--- src/rtl/synth_pkg.sv ---
// Shared types and constants for the synthesizer envelope blocks.
package synth_pkg;

  localparam int unsigned N_VOICES       = 8;
  localparam logic [31:0] ENV_FULL_SCALE = 32'h0010_0000;

  typedef enum logic [2:0] {
    StIdle,
    StAttack,
    StDecay,
    StSustain,
    StRelease
  } env_state_t;

  // Sustain settings above unity gain are pinned to full scale.
  function automatic logic [31:0] clamp_level(input logic [31:0] v);
    return (v > ENV_FULL_SCALE) ? ENV_FULL_SCALE : v;
  endfunction

endpackage

--- src/rtl/adsr_voice_step.sv ---
// Combinational next-state and next-level computation for one envelope voice.
module adsr_voice_step
  import synth_pkg::*;
(
  input  env_state_t  state,
  input  logic [31:0] level,
  input  logic        gate,
  input  logic        pend,
  input  logic [31:0] attack_step,
  input  logic [31:0] decay_step,
  input  logic [31:0] sustain_level,
  input  logic [31:0] release_step,
  output env_state_t  state_nxt,
  output logic [31:0] level_nxt
);

  logic [31:0] sus;
  logic [32:0] sum;
  logic [32:0] dec_diff;
  logic [32:0] rel_diff;
  logic        idle_or_rel;
  logic        trig;
  env_state_t  eff;

  always_comb begin
    sus         = clamp_level(sustain_level);
    idle_or_rel = (state == StIdle) || (state == StRelease);
    // A latched trigger with the key already lifted still restarts a silent or
    // releasing voice, but cannot override a release of a sounding one.
    trig        = gate ? (pend | idle_or_rel) : (pend & idle_or_rel);

    eff = state;
    if (trig) begin
      eff = StAttack;
    end else if (!gate && !idle_or_rel) begin
      eff = StRelease;
    end

    sum      = {1'b0, level} + {1'b0, attack_step};
    dec_diff = {1'b0, level} - {1'b0, decay_step};
    rel_diff = {1'b0, level} - {1'b0, release_step};

    state_nxt = eff;
    level_nxt = level;
    case (eff)
      StAttack: begin
        if ((attack_step == '0) || (sum >= {1'b0, ENV_FULL_SCALE})) begin
          level_nxt = ENV_FULL_SCALE;
          state_nxt = StDecay;
        end else begin
          level_nxt = sum[31:0];
        end
      end
      StDecay: begin
        if ((decay_step == '0) || dec_diff[32] || (dec_diff[31:0] <= sus)) begin
          level_nxt = sus;
          state_nxt = StSustain;
        end else begin
          level_nxt = dec_diff[31:0];
        end
      end
      StSustain: begin
        level_nxt = sus;
      end
      StRelease: begin
        if ((release_step == '0) || rel_diff[32] || (rel_diff[31:0] == '0)) begin
          level_nxt = '0;
          state_nxt = StIdle;
        end else begin
          level_nxt = rel_diff[31:0];
        end
      end
      default: begin
        level_nxt = '0;
        state_nxt = StIdle;
      end
    endcase
  end

endmodule

--- src/rtl/adsr_envelope.sv ---
// Multi-voice ADSR envelope generator; one shared step unit serviced voice-by-voice
// in a sweep started by each tick.
module adsr_envelope #(
  parameter int unsigned N_VOICES = 8
) (
  input  logic                     clk,
  input  logic                     rst_n,
  input  logic                     tick,
  input  logic [N_VOICES-1:0]      gate,
  input  logic [31:0]              attack_step,
  input  logic [31:0]              decay_step,
  input  logic [31:0]              sustain_level,
  input  logic [31:0]              release_step,
  output logic [N_VOICES-1:0][31:0] voice_volumes,
  output logic [N_VOICES-1:0]      active,
  output logic                     frame_done,
  output logic                     tick_overrun
);

  import synth_pkg::*;

  localparam int unsigned IdxW = (N_VOICES > 1) ? $clog2(N_VOICES) : 1;
  localparam int unsigned CntW = IdxW + 1;

  env_state_t                state_q [N_VOICES];
  logic [N_VOICES-1:0][31:0] level_q;
  logic [N_VOICES-1:0]       pend_q;
  logic [N_VOICES-1:0]       pend_d;
  logic [N_VOICES-1:0]       gate_prev_q;
  logic [N_VOICES-1:0]       trig_pend;
  logic                      busy_q;
  logic [CntW-1:0]           cnt_q;
  logic                      frame_done_q;
  logic                      overrun_q;

  logic                      start;
  logic                      svc_en;
  logic [IdxW-1:0]           svc_idx;
  env_state_t                svc_state;
  logic [31:0]               svc_level;
  env_state_t                step_state;
  logic [31:0]               step_level;

  // Voice 0 is serviced on the same edge that accepts the tick.
  assign start     = tick & ~busy_q;
  assign svc_en    = start | (busy_q & (cnt_q < CntW'(N_VOICES)));
  assign svc_idx   = busy_q ? cnt_q[IdxW-1:0] : '0;
  assign trig_pend = pend_q | (gate & ~gate_prev_q);
  assign svc_state = state_q[svc_idx];
  assign svc_level = level_q[svc_idx];

  adsr_voice_step u_step (
    .state         (svc_state),
    .level         (svc_level),
    .gate          (gate[svc_idx]),
    .pend          (trig_pend[svc_idx]),
    .attack_step   (attack_step),
    .decay_step    (decay_step),
    .sustain_level (sustain_level),
    .release_step  (release_step),
    .state_nxt     (step_state),
    .level_nxt     (step_level)
  );

  always_comb begin
    pend_d = trig_pend;
    if (svc_en) begin
      pend_d[svc_idx] = 1'b0;
    end
  end

  always_ff @(posedge clk or negedge rst_n) begin
    if (!rst_n) begin
      for (int unsigned i = 0; i < N_VOICES; i++) begin
        state_q[i] <= StIdle;
      end
      level_q      <= '0;
      pend_q       <= '0;
      gate_prev_q  <= '0;
      busy_q       <= 1'b0;
      cnt_q        <= '0;
      frame_done_q <= 1'b0;
      overrun_q    <= 1'b0;
    end else begin
      gate_prev_q  <= gate;
      pend_q       <= pend_d;
      frame_done_q <= busy_q && (cnt_q == CntW'(N_VOICES));
      overrun_q    <= tick & busy_q;
      if (start) begin
        busy_q <= 1'b1;
        cnt_q  <= CntW'(1);
      end else if (busy_q) begin
        if (cnt_q == CntW'(N_VOICES)) begin
          busy_q <= 1'b0;
          cnt_q  <= '0;
        end else begin
          cnt_q <= cnt_q + 1'b1;
        end
      end
      if (svc_en) begin
        state_q[svc_idx] <= step_state;
        level_q[svc_idx] <= step_level;
      end
    end
  end

  always_comb begin
    for (int unsigned i = 0; i < N_VOICES; i++) begin
      active[i] = (state_q[i] != StIdle);
    end
  end

  assign voice_volumes = level_q;
  assign frame_done    = frame_done_q;
  assign tick_overrun  = overrun_q;

endmodule

--- config.mk ---
export PLATFORM = sky130hd
export DESIGN_NAME = adsr_envelope
export DESIGN_NICKNAME = d
export VERILOG_FILES = /design/src/rtl/synth_pkg.sv /design/src/rtl/adsr_voice_step.sv /design/src/rtl/adsr_envelope.sv
export SDC_FILE = /design/constraint.sdc
export NUM_CORES = 1
export LEC_CHECK = 0
export BUFFER_PORTS_ARGS = -buffer_cell sky130_fd_sc_hd__buf_2
export CORE_MARGIN = 2
export CORE_UTILIZATION = 40
export CTS_CLUSTER_DIAMETER = 60
export DETAILED_ROUTE_END_ITERATION = 7
export SLEW_MARGIN = 20
export SYNTH_ARGS = -nofsm -noshare
export SYNTH_HDL_FRONTEND = slang
export SYNTH_SLANG_ARGS = --single-unit
--- constraint.sdc ---
create_clock -name clk -period 19.52 [get_ports clk]
set_input_delay 1.952 -clock clk [delete_from_list [all_inputs] [get_ports clk]]
set_output_delay 1.952 -clock clk [all_outputs]
set_load 0.005 [all_outputs]
# Yosys cells after proc, flatten, opt, wreduce, memory -nomap -nowiden

Index checks and enable logic that the tools add are counted.

Register bits after elaboration: 303
Bits of input ports: 139
Output and inout bits: 266
Logic and storage cells: 116

Add/sub/neg operators: 4
Order comparisons: 8
Eq/ne operators: 6
Multiplexer cells: 37
Bitwise operators: 13
Reductions and logical operators: 26

Operators by type and width:

| operator                                                            | number |
|---|---|
| bitwise mux 256 bit                                                 | 1 |
| two-way mux 32 bit                                                  | 6 |
| zero test 32 bit                                                    | 4 |
| case mux 32 bit (4 select lines)                                    | 1 |
| binary-select mux 32 bit (select 3 bit)                             | 1 |
| demux 32 bit (select 3 bit)                                         | 1 |
| subtractor 32 x 32 -> 33 bit                                        | 2 |
| adder 32 x 32 -> 33 bit                                             | 1 |
| greater-or-equal comparator 33 x 21 -> 1 bit, second input constant | 1 |
| greater-than comparator 32 x 21 -> 1 bit, second input constant     | 1 |
| less-or-equal comparator 32 bit                                     | 1 |
| two-way mux 3 bit                                                   | 9 |
| bitwise mux 24 bit                                                  | 1 |
| nonzero test 3 bit                                                  | 8 |
| bitwise AND 8 bit                                                   | 2 |
| inverter 8 bit                                                      | 2 |
| two-way mux 4 bit                                                   | 3 |
| case mux 3 bit (4 select lines)                                     | 1 |
| binary-select mux 3 bit (select 3 bit)                              | 1 |
| demux 3 bit (select 3 bit)                                          | 1 |
| two-way mux 8 bit                                                   | 1 |
| OR 8 bit                                                            | 1 |
| two-way mux 1 bit                                                   | 7 |
| binary-select mux 1 bit (select 3 bit)                              | 2 |
| 20 further kinds                                                    | 35 |

# Logic depth before layout (Yosys ltp)

Gate-level depths: netlist of the first run.

Depth after elaboration: 14
Gate-level depth with buffers: 32
Depth with buffers taken out: 27

# Hierarchy

A second synthesis of the first run with hierarchy kept.

Cell total of the unflattened synthesis: 2234
Area total of the unflattened synthesis: 21550.7 sq um

Modules (own cells, without submodules):

| module          | instances | cells an instance | area an instance (sq um) | seq. area each (sq um) |
|---|---|---|---|---|
| adsr_envelope   | 1         | 1092              | 13813.2                  | 7582.3 |
| adsr_voice_step | 1         | 1142              | 7737.4                   | 0.0 |

# Worst setup path before layout of the first run

No wires, ideal clock.

Path kind: reg2reg
Start: register cnt_q[0]
End: register level_q (netlist bit voice_volumes[13])
Setup time: 0.141 ns
Arrival time: 7.236 ns
Required time: 19.379 ns
Path slack: 12.142 ns
Stages on the path, launching flop included: 32
Path buffers: 5
Cell sequence: dfrtp_1 -> buf_2 -> buf_1 -> clkbuf_1 -> and2_1 -> clkbuf_1 -> clkbuf_1 -> nand2_1 -> a31oi_1 -> o21ai_0 -> nor3_1 -> ha_1 -> and2_1 -> a221oi_1 -> nor2b_1 -> o41a_1 -> o2111ai_1 -> and2_1 -> o21bai_1 -> a211o_1 -> and2_1 -> ha_1 -> nand4_1 -> nor3_1 -> nand2_1 -> nor2_1 -> a21oi_1 -> a2111oi_0 -> a21oi_1 -> a21o_1 -> a22oi_1 -> a21oi_1

Cells in the longest elaborated chain, start to end: 14
Elaborated cells on any way between the ends: 50
Classes of those cells: 3 x add/sub; 5 x order compare; 5 x eq/ne; 20 x mux; 5 x bitwise; 12 x reduce/logical

Ends and longest elaborated chain:

| element                                                          | RTL line             | RTL |
|---|---|---|
| from (decl)                                                      | adsr_envelope.sv:32  | `logic [CntW-1:0] cnt_q;` |
| from (signal assigned)                                           | adsr_envelope.sv:91  | `cnt_q <= CntW'(1);` |
| from (signal assigned)                                           | adsr_envelope.sv:97  | `cnt_q <= cnt_q + 1'b1;` |
| branches (longest 14 deep; another with adder 32 x 32 -> 33 bit) | -                    |  |
| to (signal, indexed assignment)                                  | adsr_envelope.sv:102 | `level_q[svc_idx] <= step_level;` |
| to (decl)                                                        | adsr_envelope.sv:26  | `logic [N_VOICES-1:0][31:0] level_q;` |

Several ways; the timed one is not identified. The select of a mux whose other input is x is not followed.
A chain may end at the register's enable or synchronous reset.

# Worst setup path in the final report of the first run

Start: register cnt_q[0]
End: register level_q (netlist bit voice_volumes[197])

The elaborated chain is that of the path after synthesis.

==> metrics.md, run 1 <==
| Metric | Value |
|---|---|
| Number of global-route vias before repair | `19.81k` |
| Drt drc | `0` |
| Setup TNS | `0 ns` |
| Synth Cell Area | `19990 µm²` |
| Hold_sp | `pend_q[1]` |
| Worst EP required | `19.87 ns` |
| Layout cells sized above 1 | `20.86%` |
| Share of the synthesized area in the top cell type | `37.92%` |
| Post-route insts no fill | `3487` |
| DR vias/cell | `6.001` |
| Clock-pin slew on the worst setup and hold paths | `0.06 ns` |
| WS Path Type | `reg -> reg` |
| Min Tclk post-route | `9.221 ns` |
| Fmax | `0.1084 GHz` |
| Fillers | `4777` |
| H-tree levels | `2` |
| GP Congestion | `0.9969` |
| Largest net degree at the start of global routing | `122` |
| Sum of net half-perimeters after detailed placement | `68720 µm` |
| Netlist cell types | `84` |
| Initial DRC count | `2013` |
| Hold Vio Cnt, Final | `0` |
| Post-route ant nets | `0` |
| Post-CTS setup buffers | `0` |
| Worst reg2reg path depth | `27` |
| Fin worst setup slack | `10.30 ns` |
| Dpl ws | `10.43 ns` |
| Antenna violations before repair | `0` |
| Ant. Diodes | `0` |
| GRT overflow | `0` |
| Initial Util | `40.67%` |
| Status | `finished clean` |
| Critical Path End Type | `flip-flop` |
| Num CTS Buffers | `36` |
| Critical path fanouts, max | `29` |
| Hold Crit Endpoint | `pend_q[1]` |
| Ys flop type | `dfrtp_1` |
| Placed insts | `3423` |
| Async S/R FF share, synth | `100.0%` |
| Worst skew pair latency | `0.54 ns` |
| Hold Buf Count CTS | `0` |
| Area grow syn2layout | `20.71%` |
| First-pass GRT wire length | `127800 µm` |
| Synth Register Bits | `303` |
| Vias | `20.93k` |
| TritonCTS clock tree | `done` |
| Die Footprint | `51790 µm²` |
| Leading area contributor after synthesis | `dfrtp_1` |
| Reg2Reg Setup Slack | `10.30 ns` |
| CP Launch Type | `flip-flop` |
| Synth cell count leaders | `nand2_1 (359), dfrtp_1 (303), o21ai_0 (274)` |
| Synth area leaders | `dfrtp_1 (38%), ha_1 (8.1%), o21ai_0 (6.9%)` |
| WL final | `87100 µm` |
| Hold depth | `2` |
| WL per Instance | `24.98 µm` |
| Max-cap violations | `0` |
| Post-synth EDFFs | `0` |
| Row cnt | `81` |
| Port Buffers | `404` |
| Yosys synthesis warning count | `0` |
| Final instance area | `24130 µm²` |
| Register area share after synthesis | `37.92%` |
| Tcrit/Tclk final | `47.24%` |
| Post-layout net count | `3071` |
| RSZ-0062 raised after global routing | `no` |
| Die Wd | `227.6 µm` |
| Post-DP Area | `22890 µm²` |
| Slew HR | `17.29%` |
| Post-synthesis cell count | `2407` |
| Post-CTS Resized | `0` |
| CP arrival | `9.57 ns` |
| Worst reg2reg startpoint | `cnt_q[0]` |
| Count of final setup violators | `0` |
| Syn avg cell area | `8.306 µm²` |
| Skew final | `0.02048 ns` |
| Die span in y | `227.6 µm` |
| CTS sink count | `303` |
| Hold/Removal Path Class | `reg -> reg` |
| Fin. max-slew vios | `0` |
| CTS root buf | `clkbuf_16` |
| I/O pin total | `405` |
| CTS Buffer Depth | `3` |
| Initial DRT Pass Iterations | `6` |
| Gr usage total | `33.11%` |
| Tightest Pin Transition | `1.241 ns` |
| Most frequent cell after synthesis | `nand2_1` |
| Placeable Area | `49150 µm²` |
| Crit Reg-Reg Endpoint | `voice_volumes[197]` |
[logic make-up after synthesis]
kind of cell	Yosys count	share of synthesized area, %
other	1	0.01876
muxes	40	2.497
buffers and inverters	220	4.205
DFF	303	37.92
adders and majority gates	133	8.436
xor gates and xnor gates	74	3.242
and+or+nand+nor	820	18.64
AOI/OAI and AO/OA	816	25.04
[layer usage]
layer  routed length (µm)  GRT usage [%]  up-vias
met5                    0              0        -
met4                 3680          12.38        0
met3                 6576          5.795      181
met2                39900          53.32      976
met1                36940          44.52    10181
li1                     -              -     9588
[sequential cells by signal (all words and copies together) (netlist names)]
| signal | flops |
|---|---|
| tick_overrun | 1 |
| pend_q | 8 |
| gate_prev_q | 8 |
| busy_q | 1 |
| voice_volumes | 256 |
| cnt_q | 4 |
| state_q | 24 |
| frame_done | 1 |
[layout make-up]
class	count	area [µm²]	share of cell area (%)
clock buffers	50	1056	4.376
flip-flops and latches	303	7582	31.42
multi-input cells	1894	11640	48.23
inverters	99	371.6	1.540
repair buffers	465	2489	10.31
well taps	664	830.8	3.443
clock inverters	12	163.9	0.6792
[how the worst max path moves through the flow]
stage                   from  cells past startpoint                 end
detailed placement  cnt_q[0]                     27  voice_volumes[197]
floorplan           cnt_q[0]                     31   voice_volumes[13]
global route        cnt_q[0]                     27  voice_volumes[100]
CTS                 cnt_q[0]                     27  voice_volumes[197]
global placement    cnt_q[0]                     27  voice_volumes[101]
finish              cnt_q[0]                     27  voice_volumes[197]
[metrics by stage]
step / util [%] / hold WS [ns]
floorplan: - / 0.4452
global placement: 46.56 / 0.4633
detailed placement: 46.57 / 0.4699
CTS: 49.05 / 0.4847
global route: 49.10 / 0.4945
finish: 49.10 / 0.4824
[worst max-delay path, cell delays in order (launching register included)]
cell and delay (ns):
dfrtp_1 1.03, clkinv_1 0.46, or3_1 0.68, buf_4 0.34, o22ai_1 0.19, a31oi_1 0.06
o21ai_0 0.21, nor3_1 0.20, ha_1 0.39, and4_1 0.26, and3_1 0.21, and3b_1 0.17
o41a_1 0.44, o2111ai_1 0.34, and2_1 0.22, o21bai_1 0.08, a211o_1 0.31, and2_1 0.17
ha_1 0.30, nand4_1 0.15, nor3_1 0.16, nand2_1 0.10, nor2_1 0.17, a21oi_1 0.10
a2111o_1 0.50, o211a_1 0.49, a221oi_1 1.08, o21ai_0 0.17
[layout by cell type (no fill, tap or decap), drive strengths merged, types with 51 or more instances in the layout]
cell / count
nand2: 359
nor2: 195
o22ai: 62
clkbuf: 51
dfrtp: 303
buf: 464
a21oi: 182
o21ai: 276
inv: 100
nor3: 61
a31oi: 83
ha: 130
Power of run 1 is not shown: default switching activity piles up to over one toggle a cycle in this logic, so the estimate is an artifact.
==> run 2, diff against run 1 <==
clock period = 8.1 ns   (was 19.52 ns; I/O delays follow)
==> metrics.md, run 2 (synthesized netlist as in run 1, its figures left out) <==
| Metric | Value |
|---|---|
| Status | `finished clean` |
| Num CTS Buffers | `34 (-5.6%)` |
| Fin. max-slew vios | `0 (unchanged)` |
| WS Path Type | `reg -> reg` |
| Min Tclk post-route | `7.707 ns (-1.514 ns)` |
| Sum of net half-perimeters after detailed placement | `71920 µm (+4.7%)` |
| Drt drc | `0 (unchanged)` |
| GRT overflow | `0 (unchanged)` |
| Die span in y | `227.6 µm (unchanged)` |
| H-tree levels | `2 (unchanged)` |
| Number of global-route vias before repair | `19.86k (+0.22%)` |
| Worst skew pair latency | `0.52 ns (-0.02 ns)` |
| Layout cells sized above 1 | `22.12% (+1.3 points)` |
| Hold Buf Count CTS | `0 (unchanged)` |
| First-pass GRT wire length | `130600 µm (+2.2%)` |
| DR vias/cell | `6.029 (+0.47%)` |
| M2 GR Usage | `54.76% (+1.4 points)` |
| CP Launch Type | `flip-flop` |
| Placed insts | `3448 (+0.73%)` |
| CTS Buffer Depth | `3 (unchanged)` |
| Placeable Area | `49150 µm² (unchanged)` |
| RSZ-0062 raised after global routing | `yes` |
| Post-layout net count | `3094 (+0.75%)` |
| Tcrit/Tclk final | `95.15% (+48 points)` |
| Dpl ws | `0.09077 ns (-10.34 ns)` |
| Initial DRT Pass Iterations | `6 (unchanged)` |
| Clock-pin slew on the worst setup and hold paths | `0.06 ns (about the same)` |
| Layer with the highest usage | `met2` |
| Crit Reg-Reg Endpoint | `voice_volumes[184]` |
| Largest net degree at the start of global routing | `173 (+42%)` |
| Gr usage total | `34.02% (+0.92 points)` |
| Critical Path End Type | `flip-flop` |
| Hold Crit Endpoint | `gate_prev_q[7]` |
| Hold_sp | `gate[7]` |
| Tightest Pin Transition | `1.109 ns (-0.1317 ns)` |
| Met1 Use GR | `46.90% (+2.4 points)` |
| Fmax | `0.1297 GHz (+20%)` |
| Most common cell after layout, fill and taps aside | `buf_2` |
| Worst reg2reg startpoint | `cnt_q[0]` |
| GR Layer Usage met3 | `4.840% (-0.96 points)` |
| Die Footprint | `51790 µm² (unchanged)` |
| Antenna violations before repair | `1 (+1)` |
| Max-cap violations | `0 (unchanged)` |
| Most frequent cells in the layout | `buf_2 (403), nand2_1 (357), dfrtp_1 (302)` |
| GP Congestion | `1.029 (+3.2%)` |
| Post-route ant nets | `0 (unchanged)` |
| Setup TNS | `0 ns (unchanged)` |
| Row cnt | `81 (unchanged)` |
| CTS sink count | `303 (unchanged)` |
| Initial DRC count | `2046 (+1.6%)` |
| Area grow syn2layout | `22.16%` |
| Reg2Reg Setup Slack | `0.39 ns (-9.91 ns)` |
| Initial Util | `40.67% (unchanged)` |
| Post-route insts no fill | `3508 (+0.60%)` |
| Hold/Removal Path Class | `in -> reg` |
| Hold Vio Cnt, Final | `0 (unchanged)` |
| Port Buffers | `404 (unchanged)` |
| Vias | `21.15k (+1.1%)` |
| WL per Instance | `25.64 µm (+2.6%)` |
| Worst reg2reg path depth | `26 (-3.7%)` |
| CTS root buf | `clkbuf_16` |
| Worst EP required | `8.45 ns (-11.42 ns)` |
| WL final | `89940 µm (+3.3%)` |
| Critical path fanouts, max | `22 (-24%)` |
| Post-CTS setup buffers | `0 (unchanged)` |
| Max reg flops | `256 (unchanged)` |
| TritonCTS clock tree | `done` |
| Fin util | `49.69% (+0.59 points)` |
| Slew HR | `25.44% (+8.1 points)` |
| Fin worst setup slack | `0.3927 ns (-9.906 ns)` |
| Count of final setup violators | `0 (unchanged)` |
| CP arrival | `8.06 ns (-1.51 ns)` |
| I/O pin total | `405 (unchanged)` |
| Post-CTS Resized | `0 (unchanged)` |
| Skew final | `0.01630 ns (-0.004186 ns)` |
| Die Wd | `227.6 µm (unchanged)` |
| Hold depth | `1 (-1)` |
## run 2: cell count changes in the layout (fill, tap and decap cells not counted), sizes merged
cell / previous run / this run
bufinv: 3 / 1
clkinvlp: 3 / 1
inv: 100 / 101
clkbuf: 51 / 48
clkinv: 5 / 6
buf: 464 / 489
diode: 0 / 1
## run 2: layout make-up
type                            instances  area (µm²)
Sequential cell                       303        7584
Fill cell                            4821       24730
Antenna cell                            1       2.502
Inverter                               99       371.6
Clock buffer                           47        1011
Timing Repair Buffer                  490        2778
Tap cell                              664       830.8
Multi-Input combinational cell       1894       11750
Clock inverter                         10       95.09
## run 2: worst max path at each step
stage                   from                  to  slack, ns  cells after the start
floorplan           cnt_q[0]   voice_volumes[13]       0.72                     31
global placement    cnt_q[1]  voice_volumes[228]       0.12                     29
detailed placement  cnt_q[1]  voice_volumes[164]       0.09                     29
CTS                 cnt_q[1]  voice_volumes[228]       0.03                     29
global route          busy_q   voice_volumes[88]       -0.1                     28
finish              cnt_q[0]  voice_volumes[184]       0.39                     26
## run 2: worst max-delay path, stage by stage, from the launching register on
cell and delay, ns:
dfrtp_1 0.46, buf_4 0.25, nor4bb_1 0.21, buf_4 0.18, a222oi_1 0.34, and2_2 0.34
ha_1 0.24, inv_1 0.07, fa_1 0.45, a211oi_1 0.34, o21ai_0 0.20, a31o_2 0.30
o211ai_1 0.28, a21bo_2 0.30, a21oi_1 0.28, o21ai_0 0.16, xor2_1 0.29, ha_1 0.30
and4_1 0.22, a221oi_1 0.28, o221ai_1 0.17, a21oi_1 0.17, a2111o_1 0.26, nor3_2 0.08
buf_4 0.28, a22oi_1 0.85, o21ai_0 0.19
## run 2: stage by stage
stage          hold WS [ns]  instance area (µm²)
6_report             0.4237                24420
5_1_grt              0.4092                24420
4_1_cts              0.4087                24300
3_5_place_dp         0.4739                23190
3_3_place_gp         0.4676                23180
2_1_floorplan        0.4452                20030
## run 2: layer usage
layer,vias to the layer above,wire length (µm)
li1,9626,-
met1,10382,38600
met5,-,0
met4,0,3377
met3,141,6571
met2,1001,41400
Power of run 2 is left out for the same reason.
